### src/rtl/uart_pkg.sv
// Shared types and helpers for the UART receive FIFO.
//   uart_entry_t : one stored entry, {err, data}
//   rd_mode_e    : read-port mode (registered / show-ahead)
//   cnt_w()      : bits needed to count 0..n inclusive
package uart_pkg;

  localparam int UART_DATA_W = 8;

  typedef enum bit {
    RD_REGISTERED = 1'b0,
    RD_SHOW_AHEAD = 1'b1
  } rd_mode_e;

  typedef struct packed {
    logic                   err;
    logic [UART_DATA_W-1:0] data;
  } uart_entry_t;

  // Bits needed to represent 0..n (one more than log2 for powers of two).
  function automatic int cnt_w(input int n);
    return $clog2(n) + 1;
  endfunction

endpackage

### src/rtl/uart_fifo_tout.sv
// Idle timeout for the receive FIFO.
//   CLKip/RSTi : clock, async active-low reset
//   ACTi       : an accepted read or write this cycle
//   EMPTYi     : FIFO empty (nothing to time out on)
//   FLUSHi     : flush this cycle
//   TOUTo      : TOUT_CYC consecutive idle, non-empty cycles have elapsed
module uart_fifo_tout
  import uart_pkg::*;
#(
  parameter int TOUT_CYC = 1024
) (
  input  logic CLKip,
  input  logic RSTi,
  input  logic ACTi,
  input  logic EMPTYi,
  input  logic FLUSHi,
  output logic TOUTo
);

  localparam int            CW    = cnt_w(TOUT_CYC);
  localparam logic [CW-1:0] LIMIT = CW'(TOUT_CYC);

  logic [CW-1:0] cnt;

  // Saturates at LIMIT so TOUTo stays up until activity or a flush.
  always_ff @(posedge CLKip or negedge RSTi) begin
    if (!RSTi)                        cnt <= '0;
    else if (ACTi || EMPTYi || FLUSHi) cnt <= '0;
    else if (cnt != LIMIT)            cnt <= cnt + CW'(1);
  end

  assign TOUTo = (cnt == LIMIT);

endmodule

### src/rtl/uart_rx_fifo_lvl.sv
// UART receive FIFO with level status, sticky error flags, idle timeout
// and a registered interrupt.
//   CLKip/RSTi            : clock, async active-low reset
//   WEi/WDi/WERRi         : write strobe, data, frame/parity error tag
//   REi                   : read request
//   RDo/RERRo/RVALIDo     : read data, error tag, data valid
//   FLUSHi/CLRi           : sync flush, clear sticky OVFo/UDFo
//   AFULL_THi/AEMPTY_THi  : almost-full / almost-empty levels
//   FULLo..IRQo, COUNTo   : status flags and fill level
module uart_rx_fifo_lvl
  import uart_pkg::*;
#(
  parameter int DATA_WIDTH = UART_DATA_W,
  parameter int FIFO_DEPTH = 16,
  parameter int LOG2_DEPTH = $clog2(FIFO_DEPTH),
  parameter int SHOW_AHEAD = 1,
  parameter int TOUT_CYC   = 1024
) (
  input  logic                  CLKip,
  input  logic                  RSTi,
  input  logic                  WEi,
  input  logic [DATA_WIDTH-1:0] WDi,
  input  logic                  WERRi,
  input  logic                  REi,
  output logic [DATA_WIDTH-1:0] RDo,
  output logic                  RERRo,
  output logic                  RVALIDo,
  input  logic                  FLUSHi,
  input  logic                  CLRi,
  input  logic [LOG2_DEPTH:0]   AFULL_THi,
  input  logic [LOG2_DEPTH:0]   AEMPTY_THi,
  output logic                  FULLo,
  output logic                  EMPTYo,
  output logic                  AFULLo,
  output logic                  AEMPTYo,
  output logic                  OVFo,
  output logic                  UDFo,
  output logic                  TOUTo,
  output logic                  IRQo,
  output logic [LOG2_DEPTH:0]   COUNTo
);

  localparam int       PW   = LOG2_DEPTH + 1;
  localparam rd_mode_e MODE = (SHOW_AHEAD != 0) ? RD_SHOW_AHEAD : RD_REGISTERED;

  logic [PW-1:0] wr_ptr, rd_ptr, count;
  logic          full, empty;
  logic          rd_acc, wr_acc, rd_rej, wr_rej;
  logic          ovf, udf, irq, tout;
  uart_entry_t   mem [FIFO_DEPTH];
  uart_entry_t   head, wr_entry;

  // Extra pointer bit distinguishes full from empty; wrap is plain modulo.
  assign count = wr_ptr - rd_ptr;
  assign full  = (count == PW'(FIFO_DEPTH));
  assign empty = (count == '0);

  // Flush discards same-cycle requests outright: no accept, no error flag.
  // A full FIFO still takes a write when a read frees the slot this cycle.
  assign rd_acc = REi & ~empty & ~FLUSHi;
  assign wr_acc = WEi & (~full | rd_acc) & ~FLUSHi;
  assign rd_rej = REi & empty & ~FLUSHi;
  assign wr_rej = WEi & ~wr_acc & ~FLUSHi;

  always_ff @(posedge CLKip or negedge RSTi) begin
    if (!RSTi) begin
      wr_ptr <= '0;
      rd_ptr <= '0;
    end else if (FLUSHi) begin
      rd_ptr <= wr_ptr;
    end else begin
      wr_ptr <= wr_ptr + PW'(wr_acc);
      rd_ptr <= rd_ptr + PW'(rd_acc);
    end
  end

  // Storage is not reset; pointers alone define what is valid.
  assign wr_entry = '{err: WERRi, data: UART_DATA_W'(WDi)};

  always_ff @(posedge CLKip) begin
    if (wr_acc) mem[wr_ptr[LOG2_DEPTH-1:0]] <= wr_entry;
  end

  // Read of the old head happens before the same-edge write lands, so a
  // full-FIFO read+write to one slot returns the old entry.
  assign head = mem[rd_ptr[LOG2_DEPTH-1:0]];

  if (MODE == RD_SHOW_AHEAD) begin : g_show_ahead
    // Masked while empty so the port reads 0 out of reset, not stale memory.
    assign RDo     = empty ? '0 : DATA_WIDTH'(head.data);
    assign RERRo   = ~empty & head.err;
    assign RVALIDo = ~empty;
  end else begin : g_registered
    logic [DATA_WIDTH-1:0] rd_q;
    logic                  rerr_q, rvld_q;

    always_ff @(posedge CLKip or negedge RSTi) begin
      if (!RSTi) begin
        rd_q   <= '0;
        rerr_q <= 1'b0;
        rvld_q <= 1'b0;
      end else begin
        rvld_q <= rd_acc;
        if (rd_acc) begin
          rd_q   <= DATA_WIDTH'(head.data);
          rerr_q <= head.err;
        end
      end
    end

    assign RDo     = rd_q;
    assign RERRo   = rerr_q;
    assign RVALIDo = rvld_q;
  end

  uart_fifo_tout #(.TOUT_CYC(TOUT_CYC)) u_tout (
    .CLKip (CLKip),
    .RSTi  (RSTi),
    .ACTi  (wr_acc | rd_acc),
    .EMPTYi(empty),
    .FLUSHi(FLUSHi),
    .TOUTo (tout)
  );

  // Sticky errors: clear wins over a same-cycle set.
  always_ff @(posedge CLKip or negedge RSTi) begin
    if (!RSTi) begin
      ovf <= 1'b0;
      udf <= 1'b0;
      irq <= 1'b0;
    end else begin
      ovf <= ~CLRi & (ovf | wr_rej);
      udf <= ~CLRi & (udf | rd_rej);
      irq <= AFULLo | tout | ovf | udf;
    end
  end

  assign COUNTo  = count;
  assign FULLo   = full;
  assign EMPTYo  = empty;
  assign AFULLo  = (count >= AFULL_THi);
  assign AEMPTYo = (count <= AEMPTY_THi);
  assign OVFo    = ovf;
  assign UDFo    = udf;
  assign TOUTo   = tout;
  assign IRQo    = irq;

endmodule

### config.mk
export PLATFORM = sky130hd
export DESIGN_NAME = uart_rx_fifo_lvl
export DESIGN_NICKNAME = d
export VERILOG_FILES = /design/src/rtl/uart_pkg.sv /design/src/rtl/uart_fifo_tout.sv /design/src/rtl/uart_rx_fifo_lvl.sv
export SDC_FILE = /design/constraint.sdc
export NUM_CORES = 1
export LEC_CHECK = 0
export CAP_MARGIN = 15
export CORE_ASPECT_RATIO = 0.75
export CORE_UTILIZATION = 40
export DETAILED_ROUTE_END_ITERATION = 8
export PLACE_DENSITY = 0.62
export SLEW_MARGIN = 20
export SYNTH_ARGS = -nofsm -noshare
export SYNTH_HDL_FRONTEND = slang
export SYNTH_SLANG_ARGS = --single-unit
### constraint.sdc
create_clock -name CLKip -period 3.9 [get_ports CLKip]
set_clock_uncertainty 0.15 [all_clocks]
set_input_delay 0.39 -clock CLKip [delete_from_list [all_inputs] [get_ports CLKip]]
set_output_delay 0.39 -clock CLKip [all_outputs]
set_load 0.02 [all_outputs]
==> impl_metrics.json, run 1 <==
{
  "hold_violations": 0,
  "synth_area_leaders": "sky130_fd_sc_hd__edfxtp_1, sky130_fd_sc_hd__mux4_2, sky130_fd_sc_hd__dfrtp_1",
  "place_hpwl_um": 9731,
  "finalMaxSlewViolations": 0,
  "path_cells": "inv_1, ha_1, inv_1, fa_1, nand3b_1, a211o_1, a2bb2oi_1, buf_4, a211oi_1, clkdlybuf4s50_1",
  "path_common_cell": "sky130_fd_sc_hd__inv_1",
  "detailed_place.area_mm2": 0.008018,
  "groute.usage.overall_pct": 17.31,
  "synth_warnings": 0,
  "critPathRequiredTime_ps": 3360,
  "final_cell_area_mm2": 0.008635,
  "synthDistinctLibCells": 46,
  "synthCells": 441,
  "cts_num_sinks": 168,
  "cp_max_fo": 12,
  "rr_startpoint": "wr_ptr[0]",
  "area.growth.synth_to_final_pct": 19.06,
  "drive_gt1_share_pct": 17.93,
  "numCtsBuffers": 17,
  "worst_slew_margin_rel_pct": 36.01,
  "post-layout-total-power_uw": 6681,
  "worst_path_max_delay_cell": "sky130_fd_sc_hd__clkdlybuf4s50_1",
  "grt_overflow_total": 0,
  "clock-root-buffer": "sky130_fd_sc_hd__clkbuf_16",
  "reg_clk_slew_reported_paths_ps": 60,
  "num_vias": 3908,
  "max_clock_freq_ghz": 0.2678,
  "max-clock-path-buffers": 2,
  "synthesis.area_per_instance_um2": 16.44,
  "timing.critical_path.arrival_ps": 3190,
  "tritoncts_clock_tree": "done",
  "power_leakage_uw": 0.003047,
  "postRouteWirelength_um": 14660,
  "fin_crit_ps": 3734,
  "num-fill-cells": 1513,
  "synth_enable_flop_cells": 144,
  "core-area_mm2": 0.01771,
  "syn_area_mm2": 0.007252,
  "critPathMaxStageDelay_ps": 550,
  "rsz0062_at_grt": "false",
  "start_kind": "flip-flop",
  "synthArstFlopShare_pct": 14.29,
  "final.period_utilization_pct": 95.75,
  "hold_class": "primary input to async pin",
  "timing.setup.tns_ps": 0,
  "dieWidth_um": 157.5,
  "syn_nets": 487,
  "place_congestion": 0.7441,
  "die_height_um": 118.6,
  "first_global_vias": 4131,
  "multi_input_area_mm2": 0.002162,
  "worst_setup_path_startpoint": "wr_ptr[0]",
  "drcViolationCount": 0,
  "measured_slew_at_the_worst_slew_check_pin_ps": 956.3,
  "io_pins": 48,
  "synth-main-ff-cell": "sky130_fd_sc_hd__edfxtp_1",
  "global_route_wire_length_before_repair_um": 23150,
  "run_status": "complete, no violations",
  "insertedDiodeCount": 0,
  "grt_max_degree": 39,
  "synth.yosys.seq_area_share_pct": 67.91,
  "worst_skew_pair.late_latency_ps": 420,
  "postRouteAntennaNets": 0,
  "ctsHtreeMaxLevel": 4,
  "power_density_mw_per_mm2": 773.7,
  "die_area_mm2": 0.01868,
  "fp-row-count": 42,
  "detail_route.wl_per_cell_um": 19.42,
  "yosysTopAreaCell": "sky130_fd_sc_hd__edfxtp_1",
  "synth_top_cell_area_share_pct": 59.63,
  "detail_route.first_pass.iterations": 4,
  "setup-violations-final": 0,
  "antenna_violations_before_repair": 0,
  "post-cts-setup-buffers": 0,
  "seq_area_mm2": 0.004927,
  "drtIter0Drc": 329,
  "initial_utilization_pct": 40.95,
  "numPortBuffers": 47,
  "fin_nets": 546,
  "timing.setup.critical_path_class": "flip-flop to output port",
  "synth-seq-cells": 168,
  "viasPerCell": 5.176,
  "maxCapViolations": 0,
  "max-vdd-ir-drop_mv": 0.3294,
  "critPathCaptureType": "output port"
}
[layout make-up]
| cell class | count | area share (%) |
|---|---|---|
| Clock buffer | 18 | 4.970 |
| Timing Repair Buffer | 58 | 6.463 |
| Clock inverter | 14 | 1.869 |
| Inverter | 25 | 1.087 |
| Multi-Input combinational cell | 230 | 25.04 |
| Tap cell | 242 | 3.507 |
| Sequential cell | 168 | 57.06 |
[path summary, 6_finish.rpt]
check	cells after the start	endpoint	slack (ps)
hold reg to reg	1	wr_ptr[4]	380
setup reg to reg	9	mem[11][5]	330
hold / removal	2	rd_ptr[0]	360
max in group asynchronous	2	rd_ptr[3]	2830
setup / recovery	10	RDo[6]	170
min in group CLKip	1	wr_ptr[4]	380
[cells in the mapped netlist, drive strengths merged, types with 10 or more instances]
master and count:
edfxtp 144, mux4 36, nand2 36, nor2 30
inv 25, dfrtp 24, ha 20, and3 12
a211oi 10, xor2 10
[per-stage QoR]
step | hold WS (ps) | std cells | util [%] | setup WS [ps]
finish | 361.1 | 755 | 48.76 | 165.6
global route | 405.7 | 755 | 48.76 | 10.21
CTS | 373.9 | 755 | 48.69 | 1.014
detailed placement | 278.6 | 722 | 45.27 | 250.3
global placement | 353.9 | 722 | 45.30 | 307.4
floorplan | -55.59 | 441 | - | 67.03
[per-layer routing]
layer | track usage [%] | wire length, µm
met1 | 24.18 | 6803
met5 | 0 | 0
met4 | 5.158 | 125
met3 | 4.144 | 676
met2 | 26.85 | 7057
[repair_timing]
action | 4_1_cts | 5_1_grt
endpoints found under the setup margin | 4 | 5
endpoints found under the hold margin | 24 | 0
gates resized for setup | 3 | 5
hold buffers | 1 | 0
[layout by cell type, fill, tap and decap left out, drive strengths merged, types with 3 or more instances in the layout]
cell | netlist | final
a211oi | 10 | 10
a21oi | 6 | 6
and3 | 12 | 12
buf | 9 | 11
clkbuf | 9 | 18
clkdlybuf4s50 | 0 | 40
clkinv | 0 | 3
clkinvlp | 0 | 3
dfrtp | 24 | 24
dlymetal6s2s | 0 | 4
edfxtp | 144 | 144
ha | 20 | 20
inv | 25 | 31
mux2i | 9 | 9
mux4 | 36 | 36
nand2 | 36 | 36
nand3 | 6 | 6
nand4 | 6 | 6
nor2 | 30 | 30
nor3 | 4 | 4
o21a | 3 | 3
o21ai | 9 | 9
xnor2 | 8 | 8
xor2 | 10 | 10
[worst max-delay path: cells and delay by family (launching register included)]
kind / cells / cell delay [ps]
adder cells (fa/ha/maj): 2 / 680
buffers and inverters: 4 / 900
AND/OR/NAND/NOR: 1 / 190
AO/OA/AOI/OAI: 3 / 630
flip-flops: 1 / 380
[cell families (layout without fill, tap and decap cells)]
family	after synthesis	count (layout)	synth area share (%)
flip-flops	168	168	67.91
AND/OR/NAND/NOR	110	110	7.747
multiplexers	46	46	12.58
buffers and inverters	43	115	2.450
AO/OA/AOI/OAI	35	35	3.416
adder cells (fa/ha/maj)	21	21	3.727
XOR/XNOR	18	18	2.174
[registers in the layout, summed over array words and instances (netlist names)]
register    cells
OVFo            1
u_tout.cnt     11
wr_ptr          5
mem           144
rd_ptr          5
IRQo            1
UDFo            1
[power by group]
part	internal [µW]	leakage, µW	switching [µW]
combinational	1300	0.00115	1580
clock	959	0.000279	711
sequential	2070	0.00162	61.8
total	4330	0.00305	2350
Power figures use the tool's default switching activity.
==> inputs of run 2 (changes only) <==
--- a/config.mk
+++ b/config.mk
@@ -7,9 +7,9 @@
 export LEC_CHECK = 0
 export CAP_MARGIN = 15
 export CORE_ASPECT_RATIO = 0.75
-export CORE_UTILIZATION = 40
+export CORE_UTILIZATION = 56
 export DETAILED_ROUTE_END_ITERATION = 8
-export PLACE_DENSITY = 0.62
+export PLACE_DENSITY = 0.8
 export SLEW_MARGIN = 20
 export SYNTH_ARGS = -nofsm -noshare
 export SYNTH_HDL_FRONTEND = slang
==> impl_metrics.json, run 2 (synthesis results as in run 1) <==
{
  "run_status": "complete, no violations",
  "grt_overflow_total": 0,
  "max-vdd-ir-drop_mv": 0.4893,
  "groute.usage.overall_pct": 23.64,
  "max-clock-path-buffers": 2,
  "hold_violations": 0,
  "worst_setup_path_startpoint": "wr_ptr[0]",
  "fp-row-count": 35,
  "clock-root-buffer": "sky130_fd_sc_hd__clkbuf_16",
  "postRouteAntennaNets": 0,
  "final.period_utilization_pct": 97.83,
  "numPortBuffers": 47,
  "worstPathBufferInverterCount": 4,
  "drive_gt1_share_pct": 18.29,
  "power_leakage_uw": 0.003054,
  "final_cell_area_mm2": 0.008544,
  "crit_cells": 10,
  "worst_skew_pair.late_latency_ps": 420,
  "num_vias": 4024,
  "cp_max_fo": 12,
  "layout_setup_ws_ps": 84.48,
  "fin_nets": 547,
  "power_density_mw_per_mm2": 784.8,
  "fin_crit_ps": 3816,
  "die_area_mm2": 0.01341,
  "timing.critical_path.arrival_ps": 3280,
  "path_cells": "inv_1, ha_1, inv_1, fa_1, nand3b_1, a211o_1, a2bb2oi_1, buf_4, a211oi_1, clkdlybuf4s50_1",
  "layout_common_cells": "sky130_fd_sc_hd__edfxtp_1, sky130_fd_sc_hd__clkdlybuf4s50_1, sky130_fd_sc_hd__nand2_1, sky130_fd_sc_hd__mux4_2, sky130_fd_sc_hd__nor2_1",
  "finalMaxSlewViolations": 0,
  "area.growth.synth_to_final_pct": 17.82,
  "drcViolationCount": 0,
  "postRouteWirelength_um": 14360,
  "detail_route.wl_per_cell_um": 21.11,
  "post-cts-setup-buffers": 0,
  "final_core_util_pct": 68.70,
  "tritoncts_clock_tree": "done",
  "rsz0062_at_grt": "true",
  "measured_slew_at_the_worst_slew_check_pin_ps": 997.2,
  "numCtsBuffers": 17,
  "core-area_mm2": 0.01244,
  "viasPerCell": 5.918,
  "worst_slew_margin_rel_pct": 33.27,
  "initial_utilization_pct": 58.31,
  "reg2regPathDepth": 9,
  "insertedDiodeCount": 0,
  "critPathMaxStageDelay_ps": 580,
  "cp-endpoint": "RERRo",
  "io_pins": 48,
  "regToRegEndpoint": "mem[11][0]",
  "critPathCaptureType": "output port",
  "max_clock_freq_ghz": 0.2621,
  "drtIter0Drc": 435,
  "die_height_um": 100.6,
  "max_reg_flops": 144,
  "maxCapViolations": 0,
  "critPathRequiredTime_ps": 3360,
  "global_route_wire_length_before_repair_um": 22800,
  "dp_slack_ps": 306.1,
  "ff2ff_setup_slack_ps": 260,
  "worst_path_max_delay_cell": "sky130_fd_sc_hd__clkdlybuf4s50_1",
  "reg_clk_slew_reported_paths_ps": 60,
  "cts_num_sinks": 168,
  "timing.setup.tns_ps": 0,
  "timing.critical_path.max_delay_family": "buffers and inverters",
  "setup-violations-final": 0,
  "layout_commonest_cell": "sky130_fd_sc_hd__edfxtp_1",
  "place_hpwl_um": 9279,
  "start_kind": "flip-flop",
  "place_congestion": 0.8058,
  "rr_startpoint": "wr_ptr[0]",
  "dieWidth_um": 133.4,
  "grt_max_degree": 39,
  "path_common_cell": "sky130_fd_sc_hd__inv_1",
  "ctsHtreeMaxLevel": 4,
  "antenna_violations_before_repair": 0,
  "detail_route.first_pass.iterations": 5,
  "hold_class": "primary input to async pin",
  "detailed_place.area_mm2": 0.007930,
  "first_global_vias": 4086,
  "timing.setup.critical_path_class": "flip-flop to output port"
}
==> run 2: cell types whose count changed in the layout (fill, tap and decap cells not counted), moves of 2 or more <==
cell / change
sky130_fd_sc_hd__clkdlybuf4s50_1: +3
sky130_fd_sc_hd__clkinv_4: +4
sky130_fd_sc_hd__clkinvlp_4: -2
sky130_fd_sc_hd__dlygate4sd2_1: -2
sky130_fd_sc_hd__inv_6: -2
==> run 2: layout make-up <==
class                           instances  area [µm²]
Clock buffer                           18       429.2
Clock inverter                         14       165.2
Fill cell                             786        3892
Inverter                               25       93.84
Multi-Input combinational cell        230        2155
Sequential cell                       168        4928
Tap cell                              166       207.7
Timing Repair Buffer                   59       565.5
==> run 2: worst min path at each step <==
stage / startpoint / endpoint / depth (start not counted) / slack (ps)
after floorplan: RSTi / IRQo / 0 / -60
after detailed placement: RSTi / wr_ptr[0] / 1 / 280
after global routing: CLRi / OVFo / 2 / 390
final: RSTi / rd_ptr[0] / 2 / 340
after CTS: RSTi / wr_ptr[0] / 2 / 360
after global placement: wr_ptr[4] / wr_ptr[4] / 1 / 350
==> run 2: worst reg2reg max path: stages, from the launching register on <==
cell and delay (ps):
sky130_fd_sc_hd__dfrtp_1 380, sky130_fd_sc_hd__inv_1 90, sky130_fd_sc_hd__ha_1 160, sky130_fd_sc_hd__inv_1 50, sky130_fd_sc_hd__fa_1 580, sky130_fd_sc_hd__nand3b_1 140
sky130_fd_sc_hd__a211o_1 210, sky130_fd_sc_hd__a2111oi_4 140, sky130_fd_sc_hd__or4b_4 580, sky130_fd_sc_hd__nor2_1 780
==> run 2: stage by stage <==
stage	total power [µW]	instances	hold WS [ps]
CTS	6744	680	356.0
global route	7048	680	386.9
finish	6706	680	336.6
floorplan	4022	441	-55.59
detailed placement	5075	647	276.0
global placement	5005	647	352.4
==> run 2: power by group <==
group          switching [µW]  leakage [µW]  internal, µW
Sequential               95.5       0.00162          2070
Combinational            1550       0.00115          1330
Clock                     702      0.000289           960
Total                    2340       0.00305          4360
==> run 2: timing repair <==
action                     CTS  global route
hold endpoints to repair    24             0
hold buffers                 1             0
gates resized for setup      1             4
setup endpoints to repair    1            14
==> run 2: routing by layer <==
layer | track usage [%] | part of all wire (%) | up-vias
li1 | - | - | 1817
met1 | 33.16 | 42 | 1991
met2 | 36.06 | 48 | 200
met3 | 6.838 | 8.7 | 16
met4 | 7.867 | 1.4 | 0
met5 | 0 | 0 | -
==> inputs of run 3 (changes only) <==
==> constraint.sdc (replaced) <==
create_clock -name CLKip -period 4 [get_ports CLKip]
set_clock_uncertainty 0.15 [all_clocks]
set_input_delay 0.4 -clock CLKip [delete_from_list [all_inputs] [get_ports CLKip]]
set_output_delay 0.4 -clock CLKip [all_outputs]
set_load 0.02 [all_outputs]
==> impl_metrics.json, run 3 (synthesis results as in run 1) <==
{
  "run_status": "complete, no violations",
  "place_congestion": 0.8644,
  "power_leakage_uw": 0.003147,
  "worst_path_max_delay_cell": "sky130_fd_sc_hd__clkdlybuf4s50_1",
  "viasPerCell": 6.009,
  "drtIter0Drc": 454,
  "reg_clk_slew_reported_paths_ps": 60,
  "first_global_vias": 4074,
  "timing.setup.tns_ps": 0,
  "area.growth.synth_to_final_pct": 18.89,
  "worst_skew_pair.late_latency_ps": 420,
  "numCtsBuffers": 17,
  "layout_setup_ws_ps": 158.7,
  "cts_num_sinks": 168,
  "fp-row-count": 35,
  "grt_max_degree": 39,
  "core-area_mm2": 0.01244,
  "io_pins": 48,
  "grt_overflow_total": 0,
  "max-clock-path-buffers": 2,
  "timing.critical_path.arrival_ps": 3290,
  "tritoncts_clock_tree": "done",
  "antenna_violations_before_repair": 0,
  "holdWs_ps": 186.3,
  "global_route_wire_length_before_repair_um": 23430,
  "detail_route.wl_per_cell_um": 22.29,
  "power_density_mw_per_mm2": 771.6,
  "layout_common_cells": "sky130_fd_sc_hd__edfxtp_1, sky130_fd_sc_hd__nand2_1, sky130_fd_sc_hd__mux4_2, sky130_fd_sc_hd__clkdlybuf4s50_1, sky130_fd_sc_hd__nor2_1",
  "path_common_cell": "sky130_fd_sc_hd__inv_1",
  "critPathRequiredTime_ps": 3450,
  "measured_slew_at_the_worst_slew_check_pin_ps": 1021,
  "dieWidth_um": 133.4,
  "fin_crit_ps": 3841,
  "fin_nets": 548,
  "max_clock_freq_ghz": 0.2603,
  "insertedDiodeCount": 0,
  "detail_route.first_pass.iterations": 5,
  "path_cells": "inv_1, ha_1, inv_1, fa_1, nand3b_1, a211o_1, a211oi_1, clkdlybuf4s50_1",
  "place_hpwl_um": 9696,
  "dp_slack_ps": 183.5,
  "critPathMaxStageDelay_ps": 660,
  "maxCapViolations": 0,
  "num_vias": 4092,
  "cp_max_fo": 9,
  "die_height_um": 100.6,
  "hold_class": "primary input to async pin",
  "final_core_util_pct": 69.33,
  "start_kind": "flip-flop",
  "numPortBuffers": 47,
  "rsz0062_at_grt": "false",
  "drcViolationCount": 0,
  "critPathCaptureType": "output port",
  "initial_utilization_pct": 58.31,
  "hold_violations": 0,
  "timing.setup.critical_path_class": "flip-flop to output port",
  "groute.usage.overall_pct": 24.37,
  "drive_gt1_share_pct": 18.25,
  "ctsHtreeMaxLevel": 4,
  "final.period_utilization_pct": 96.03,
  "layout_commonest_cell": "sky130_fd_sc_hd__edfxtp_1",
  "setup-violations-final": 0,
  "postRouteWirelength_um": 15180,
  "finalMaxSlewViolations": 0,
  "max-vdd-ir-drop_mv": 0.4212,
  "die_area_mm2": 0.01341,
  "max_reg_flops": 144,
  "clock-root-buffer": "sky130_fd_sc_hd__clkbuf_16",
  "worst_slew_margin_rel_pct": 31.68,
  "postRouteAntennaNets": 0,
  "holdBufCountCts": 0
}
## run 3: path summary, 6_finish.rpt
check	slack, ps	cells after the start	endpoint	startpoint
setup reg to reg	200	9	mem[4][8]	wr_ptr[0]
min in group CLKip	370	1	IRQo	OVFo
hold / removal	190	2	rd_ptr[1]	RSTi
setup / recovery	160	8	FULLo	wr_ptr[0]
hold reg to reg	370	1	IRQo	OVFo
max in group asynchronous	3250	2	rd_ptr[0]	RSTi
## run 3: worst max-delay path, delay by kind of cell (launching register included)
family / cells / cell delay, ps
buffers and inverters: 3 / 810
adder cells (fa/ha/maj): 2 / 700
AO/OA/AOI/OAI: 2 / 690
flip-flops: 1 / 470
AND/OR/NAND/NOR: 1 / 200
## run 3: area by class of cell
class                      count  area, µm²
timing repair buffer          60      591.8
multi-input combinational    230       2177
tap                          166      207.7
fill                         785       3815
clock inverter                15      198.9
sequential                   168       4927
inverter                      25      93.84
clock buffer                  17      425.4
## run 3: what timing repair did
item                                    CTS  global route
gates resized for setup                   3            13
endpoints found under the setup margin   10            16
setup buffers                             0             0
## run 3: metal layers
layer,share of wire [%],wire (µm),global-route usage (%),vias up
li1,-,-,-,1817
met1,43,6599,34.46,2091
met2,49,7393,38.62,165
met3,6.2,940,4.625,19
met4,1.6,246,8.304,0
met5,0,0,0,-
## run 3: per-stage QoR
step           cells  instance area, µm²  power (µW)
3_3_place_gp     649                7945        4887
3_5_place_dp     649                7945        4943
4_1_cts          681                8576        6655
5_1_grt          681                8622        6957
6_report         681                8622        6652
2_1_floorplan    441                7252        3919
## run 3: power breakdown
| part | internal [µW] | leakage [µW] | total (µW) | switching, µW |
|---|---|---|---|---|
| clock | 1050 | 0.000304 | 1710 | 665 |
| sequential | 2020 | 0.00162 | 2100 | 75.3 |
| combinational | 1290 | 0.00122 | 2840 | 1550 |
